File: src/rtl/online_div_pkg.sv
// Shared definitions for the online divider quotient-digit packing control.
// Holds the scheduler state encoding, the digit-count width and the default
// geometry (digits per RAM word, online delay, RAM address width).
package online_div_pkg;

  localparam int DIGIT_W          = 11;
  localparam int DEF_UNROLLING    = 64;
  localparam int DEF_ONLINE_DELAY = 3;
  localparam int DEF_ADDR_WIDTH   = 7;

  typedef enum logic [2:0] {
    ST_IDLE  = 3'd0,
    ST_PRIME = 3'd1,
    ST_RUN   = 3'd2,
    ST_FLUSH = 3'd3,
    ST_DONE  = 3'd4
  } state_e;

endpackage

File: src/rtl/online_word_pos_cnt.sv
// Digit position within the current RAM word plus the word index.
// Ports:
//   clk, rst   clock, synchronous active-high reset
//   clr        return to position 0 of word 0
//   inc        one digit consumed; position advances, wraps into the next word
//   pos        digit position inside the current word (0..UNROLLING-1)
//   word       index of the word the next digit lands in
//   wrap       combinational: this inc fills the current word
module online_word_pos_cnt
  import online_div_pkg::*;
#(
  parameter int UNROLLING  = DEF_UNROLLING,
  parameter int ADDR_WIDTH = DEF_ADDR_WIDTH
) (
  input  logic                         clk,
  input  logic                         rst,
  input  logic                         clr,
  input  logic                         inc,
  output logic [$clog2(UNROLLING)-1:0] pos,
  output logic [ADDR_WIDTH-1:0]        word,
  output logic                         wrap
);

  localparam int POS_W = $clog2(UNROLLING);
  localparam logic [POS_W-1:0] POS_MAX = POS_W'(UNROLLING - 1);

  logic [POS_W-1:0]      pos_d, pos_q;
  logic [ADDR_WIDTH-1:0] word_d, word_q;

  assign wrap = inc && (pos_q == POS_MAX);
  assign pos  = pos_q;
  assign word = word_q;

  always_comb begin
    pos_d  = pos_q;
    word_d = word_q;
    if (clr) begin
      pos_d  = '0;
      word_d = '0;
    end else if (inc) begin
      if (wrap) begin
        pos_d  = '0;
        word_d = word_q + ADDR_WIDTH'(1);
      end else begin
        pos_d = pos_q + POS_W'(1);
      end
    end
  end

  always_ff @(posedge clk) begin
    if (rst) begin
      pos_q  <= '0;
      word_q <= '0;
    end else begin
      pos_q  <= pos_d;
      word_q <= word_d;
    end
  end

endmodule

File: src/rtl/online_digit_sched.sv
// Sequencer for the online divider's quotient-digit packing datapath.
// Issues divider steps, absorbs the online delay, packs UNROLLING signed
// digits per RAM word, flushes the two-stage datapath, then pulses done.
// Ports:
//   clk, asyn_reset            clock, synchronous active-high reset
//   start, num_digits          request a division of num_digits digits
//   abort                      synchronous cancel of a running division
//   digit_valid                divider presents a quotient digit
//   div_step                   advance the divider one iteration
//   d_enable, refresh          datapath enable / word-start
//   accum                      datapath RAM word address
//   counter                    digits accepted so far
//   shift_cnt                  left alignment for the current word
//   busy, done, err            status; err is sticky until next accepted start
//
// state | meaning
// IDLE  | waiting for start
// PRIME | stepping divider through the online delay, no digits yet
// RUN   | accepting digits, packing into words
// FLUSH | two cycles draining the datapath pipeline
// DONE  | one-cycle completion pulse
module online_digit_sched
  import online_div_pkg::*;
#(
  parameter int UNROLLING    = DEF_UNROLLING,
  parameter int ONLINE_DELAY = DEF_ONLINE_DELAY,
  parameter int ADDR_WIDTH   = DEF_ADDR_WIDTH
) (
  input  logic                  clk,
  input  logic                  asyn_reset,
  input  logic                  start,
  input  logic [DIGIT_W-1:0]    num_digits,
  input  logic                  abort,
  input  logic                  digit_valid,
  output logic                  div_step,
  output logic                  d_enable,
  output logic                  refresh,
  output logic [ADDR_WIDTH-1:0] accum,
  output logic [DIGIT_W-1:0]    counter,
  output logic [DIGIT_W-1:0]    shift_cnt,
  output logic                  busy,
  output logic                  done,
  output logic                  err
);

  localparam int POS_W = $clog2(UNROLLING);
  localparam logic [POS_W-1:0]   POS_MAX  = POS_W'(UNROLLING - 1);
  localparam logic [DIGIT_W-1:0] DLY_INIT = DIGIT_W'(ONLINE_DELAY);

  state_e                state_d, state_q;
  logic [DIGIT_W-1:0]    n_d, n_q;
  logic [DIGIT_W-1:0]    dly_d, dly_q;
  logic                  flush_d, flush_q;
  logic [DIGIT_W-1:0]    flush_shift_d, flush_shift_q;
  logic                  div_step_d, div_step_q;
  logic                  d_enable_d, d_enable_q;
  logic                  refresh_d, refresh_q;
  logic [ADDR_WIDTH-1:0] accum_d, accum_q;
  logic [DIGIT_W-1:0]    counter_d, counter_q;
  logic [DIGIT_W-1:0]    shift_cnt_d, shift_cnt_q;
  logic                  busy_d, busy_q;
  logic                  done_d, done_q;
  logic                  err_d, err_q;

  logic                  cnt_clr, cnt_inc, wrap;
  logic [POS_W-1:0]      pos;
  logic [ADDR_WIDTH-1:0] word;

  online_word_pos_cnt #(
    .UNROLLING  (UNROLLING),
    .ADDR_WIDTH (ADDR_WIDTH)
  ) u_pos_cnt (
    .clk  (clk),
    .rst  (asyn_reset),
    .clr  (cnt_clr),
    .inc  (cnt_inc),
    .pos  (pos),
    .word (word),
    .wrap (wrap)
  );

  always_comb begin
    state_d       = state_q;
    n_d           = n_q;
    dly_d         = dly_q;
    flush_d       = flush_q;
    flush_shift_d = flush_shift_q;
    accum_d       = accum_q;
    counter_d     = counter_q;
    busy_d        = busy_q;
    err_d         = err_q;
    div_step_d    = 1'b0;
    d_enable_d    = 1'b0;
    refresh_d     = 1'b0;
    shift_cnt_d   = '0;
    done_d        = 1'b0;
    cnt_clr       = 1'b0;
    cnt_inc       = 1'b0;

    unique case (state_q)
      ST_IDLE: begin
        if (start && !abort) begin
          if (num_digits == '0) begin
            err_d   = 1'b1;
            state_d = ST_DONE;
          end else begin
            n_d        = num_digits;
            err_d      = 1'b0;
            counter_d  = '0;
            accum_d    = '0;
            cnt_clr    = 1'b1;
            dly_d      = DLY_INIT;
            busy_d     = 1'b1;
            div_step_d = 1'b1;
            state_d    = (ONLINE_DELAY == 0) ? ST_RUN : ST_PRIME;
          end
        end
      end
      ST_PRIME: begin
        div_step_d = 1'b1;
        if (dly_q <= DIGIT_W'(1)) state_d = ST_RUN;
        else                      dly_d   = dly_q - DIGIT_W'(1);
      end
      ST_RUN: begin
        if (digit_valid) begin
          cnt_inc    = 1'b1;
          d_enable_d = 1'b1;
          refresh_d  = (pos == '0);
          accum_d    = word;
          counter_d  = counter_q + DIGIT_W'(1);
          if (counter_d == n_q) begin
            state_d = ST_FLUSH;
            flush_d = 1'b0;
            // Unfilled slots of the last word, so it ends up left-aligned.
            flush_shift_d = wrap ? '0 : DIGIT_W'(POS_MAX - pos);
          end
        end
        div_step_d = (counter_d < n_q);
      end
      ST_FLUSH: begin
        d_enable_d  = 1'b1;
        shift_cnt_d = flush_shift_q;
        if (flush_q) state_d = ST_DONE;
        else         flush_d = 1'b1;
      end
      ST_DONE: begin
        done_d  = 1'b1;
        busy_d  = 1'b0;
        state_d = ST_IDLE;
      end
      default: state_d = ST_IDLE;
    endcase

    if (abort && state_q != ST_IDLE) begin
      state_d     = ST_IDLE;
      div_step_d  = 1'b0;
      d_enable_d  = 1'b0;
      refresh_d   = 1'b0;
      accum_d     = '0;
      counter_d   = '0;
      shift_cnt_d = '0;
      busy_d      = 1'b0;
      done_d      = 1'b0;
      cnt_clr     = 1'b1;
      cnt_inc     = 1'b0;
    end
  end

  always_ff @(posedge clk) begin
    if (asyn_reset) begin
      state_q       <= ST_IDLE;
      n_q           <= '0;
      dly_q         <= '0;
      flush_q       <= 1'b0;
      flush_shift_q <= '0;
      div_step_q    <= 1'b0;
      d_enable_q    <= 1'b0;
      refresh_q     <= 1'b0;
      accum_q       <= '0;
      counter_q     <= '0;
      shift_cnt_q   <= '0;
      busy_q        <= 1'b0;
      done_q        <= 1'b0;
      err_q         <= 1'b0;
    end else begin
      state_q       <= state_d;
      n_q           <= n_d;
      dly_q         <= dly_d;
      flush_q       <= flush_d;
      flush_shift_q <= flush_shift_d;
      div_step_q    <= div_step_d;
      d_enable_q    <= d_enable_d;
      refresh_q     <= refresh_d;
      accum_q       <= accum_d;
      counter_q     <= counter_d;
      shift_cnt_q   <= shift_cnt_d;
      busy_q        <= busy_d;
      done_q        <= done_d;
      err_q         <= err_d;
    end
  end

  assign div_step  = div_step_q;
  assign d_enable  = d_enable_q;
  assign refresh   = refresh_q;
  assign accum     = accum_q;
  assign counter   = counter_q;
  assign shift_cnt = shift_cnt_q;
  assign busy      = busy_q;
  assign done      = done_q;
  assign err       = err_q;

endmodule
File: config.mk
export PLATFORM = sky130hd
export DESIGN_NAME = online_digit_sched
export DESIGN_NICKNAME = d
export VERILOG_FILES = /design/src/rtl/online_div_pkg.sv /design/src/rtl/online_word_pos_cnt.sv /design/src/rtl/online_digit_sched.sv
export SDC_FILE = /design/constraint.sdc
export NUM_CORES = 1
export LEC_CHECK = 0
export BUFFER_PORTS_ARGS = -buffer_cell sky130_fd_sc_hd__buf_4
export CAP_MARGIN = 20
export CORE_UTILIZATION = 55
export DETAILED_ROUTE_END_ITERATION = 8
export PLACE_DENSITY = 0.77
export SYNTH_ARGS = -nofsm -noshare
export SYNTH_HDL_FRONTEND = slang
export SYNTH_HIERARCHICAL = 1
export SYNTH_SLANG_ARGS = --single-unit
File: constraint.sdc
create_clock -name clk -period 4.4 [get_ports clk]
set_clock_uncertainty 0.2 [all_clocks]
set_input_delay 0.66 -clock clk [delete_from_list [all_inputs] [get_ports clk]]
set_output_delay 0.66 -clock clk [all_outputs]
set_load 0.05 [all_outputs]
==> run_results.csv <==
group,metric,value,unit
clock_network,ctsHoldBuffers,0,
placed_design,postPlaceCellArea,0.00431,mm^2
route,vias_per_cell,5.65,
pwr,power.switching,0.769,mW
logic_synthesis,ys.flop_type,"dfxtp_1",
clock_network,cts_buffer_depth,2,
pwr,intPower,1.26,mW
cells_and_area,n_antenna_cell,0,
route,drt-pass1-iter-count,5,
cells_and_area,final_cell_mix,"dfxtp_1, nand2_1, nor2_1",
grt,overflow,0,
logic_synthesis,ys_types,55,
pwr,p_clk_share,26.7,%
grt,grt_antenna_before_repair,0,
clock_network,cts_buffers,9,
placed_design,dp_hpwl,6.65,mm
sta,max_freq,279,MHz
cells_and_area,syn_to_final_growth,12.6,%
sta,fin_crit_sh,81.5,%
cells_and_area,final_util,65.3,%
pwr,swShare,37.9,%
critical_path,worstSetupPathType,"flip-flop to flip-flop",
route,routedWlPerCell,14.7,um
logic_synthesis,ys_seq_elements,75,
min_path,hp-class,"flip-flop to flip-flop",
floorplanning,die_h,87.3,um
cells_and_area,fin_area,0.00451,mm^2
logic_synthesis,yosys_warnings,6,
cells_and_area,layout_commonest_cell,"dfxtp_1",
clock_network,htree_num_levels,3,
critical_path,startpoint_type,"flip-flop",
critical_path,end_kind,"flip-flop",
cells_and_area,layout-drive-gt1-share,15.7,%
route,num_vias,3518,
pwr,peakVddDrop,0.384,mV
grt,first_global_vias,3104,
floorplanning,rows,30,
grt,grt_max_degree,28,
sta,slew_violations,0,
logic_synthesis,syn_inst,493,
sta,setup_violations,0,
cells_and_area,fill_cells,629,
sta,rsz0062_at_grt,"false",
clock_network,tritoncts,"built",
route,first_iter_violations,262,
sta,period_needed,3.59,ns
grt,groute.usage.overall,25.3,%
clock_network,cts_resized,0,
logic_synthesis,ys_seq_area_share,37.5,%
pwr,p_leak,1.74,nW
critical_path,critical_path.max_fanout,15,
pwr,p_comb_share,32.2,%
placed_design,dpl_worst_slack,0.892,ns
route,ant_nets,0,
placed_design,gp_congestion,0.921,
clock_network,clk_latency,0.36,ns
floorplanning,core_area,0.00691,mm^2
grt,grt_pass1_wl,15.1,mm
pwr,power,2.03,mW
cells_and_area,fin_nets,553,
run_status,outcome,"finished, final reports clean",
run,cap_violations,0,
logic_synthesis,synth_edf_count,0,
pwr,power_frac_seq,41.1,%
floorplanning,die_x,87.3,um
sta,worst_pin_slew,0.973,ns
clock_network,post_cts_buffers,0,
logic_synthesis,async_flop_share,0,%
route,drc_errors,0,
critical_path,critPathArrivalTime,3.63,ns
critical_path,cp_data_required_time,4.45,ns
pwr,power.density,450,mW/mm^2
clock_network,clk_pin_slew,0.08,ns
sta,setup_ws,0.815,ns
sta,fin_setup_tns,0,ns
clock_network,clockRootBuffer,"clkbuf_8",
route,totalWireLength,9.18,mm
logic_synthesis,syn_area,0.00401,mm^2
floorplanning,dieArea,0.00763,mm^2
placed_design,numPortBuffers,45,
logic_synthesis,syn_avg_cell_area,8.13,um^2
sta,slew_headroom,35.1,%
floorplanning,start_util,58.0,%
sta,finalHoldViolCount,0,
clock_network,cts_sinks,75,
floorplanning,io_pins,51,
-- stage by stage --
step	cells	hold slack (ns)
2_1_floorplan	497	0.221
3_3_place_gp	606	0.241
3_5_place_dp	607	0.230
4_1_cts	623	0.261
5_1_grt	623	0.276
6_report	623	0.255
-- worst paths after layout --
check | cells past startpoint | startpoint | end | slack (ns)
min reg2reg | 1 | flush_shift_q[1] | shift_cnt[1] | 0.25
min | 1 | flush_shift_q[1] | shift_cnt[1] | 0.25
max | 9 | state_q[2] | flush_shift_q[2] | 0.81
max reg2reg | 9 | state_q[2] | flush_shift_q[2] | 0.81
-- cell families (layout without fill, tap and decap cells) --
group	Yosys count	after routing	share of synthesized area, %
buf+inv	52	82	6.28
mux	10	10	2.72
xor+xnor	35	35	7.65
simple gates	222	222	28.6
fa+ha+maj	15	15	4.68
other cells	1	5	0.0936
compound gates	83	83	12.5
flops	75	75	37.5
-- state kept, by name, summed over array words and instances (netlist names) --
signal,flops
div_step,1
counter,11
flush_q,1
state_q,3
n_q,11
busy,1
d_enable,1
accum,7
refresh,1
u_pos_cnt/word,7
u_pos_cnt/pos,6
done,1
flush_shift_q,6
shift_cnt,6
err,1
dly_q,11
-- synth_stat cells (5+ instances only) --
library cell  count  area [um^2]
inv_1            19         71.3
or4_1             5         37.5
xor2_1           17          149
dfxtp_1          75         1500
and2_1            7         43.8
nand2b_1          5         31.3
nor2_1           48          180
or3_1             6         37.5
clkbuf_1         16         60.1
a21oi_1          45          225
nor4_1            6         37.5
buf_4            10         75.1
xnor2_1          18          158
ha_1             15          188
nor2b_1           8         50.1
nand2_1          63          236
nor3_1           13         65.1
mux2_2            7         78.8
o21ai_0          11         55.1
and3_1            5         31.3
nand4_1           6         37.5
nand3_1          29          145
-- final cells by class --
type | instances | area [um^2] | share of cell area (%)
Multi-Input combinational cell | 370 | 2270 | 50.3
Sequential cell | 75 | 1500 | 33.3
Timing Repair Buffer | 47 | 353 | 7.82
Clock buffer | 9 | 124 | 2.74
Tap cell | 96 | 120 | 2.66
Clock inverter | 7 | 75.1 | 1.66
Inverter | 19 | 71.3 | 1.58
-- critical path: stages (launching register included) --
cell and delay, ns:
dfxtp_1 0.39, nor2_1 0.18, and2_0 0.58, nand2_1 0.43, a21oi_1 0.53, nand3_2 0.35
nor2_1 0.28, or2_2 0.20, nor2_1 0.06, mux2_2 0.26
-- power by group through the flow --
stage / registers, mW / logic (mW) / clock network (mW)
2_1_floorplan: 0.852 / 0.508 / 0
3_3_place_gp: 0.842 / 0.623 / 0
6_report: 0.835 / 0.653 / 0.541
5_1_grt: 0.845 / 0.727 / 0.582
4_1_cts: 0.832 / 0.649 / 0.545
3_5_place_dp: 0.848 / 0.643 / 0
-- routing by layer --
metal / global-route usage (%) / part of all wire [%] / up-vias
li1: - / - / 1747
met1: 34.0 / 47 / 1656
met2: 40.7 / 47 / 99
met3: 5.40 / 5.3 / 16
met4: 7.90 / 1.5 / 0
met5: 0 / 0 / -
Power figures use the tool's default switching activity.
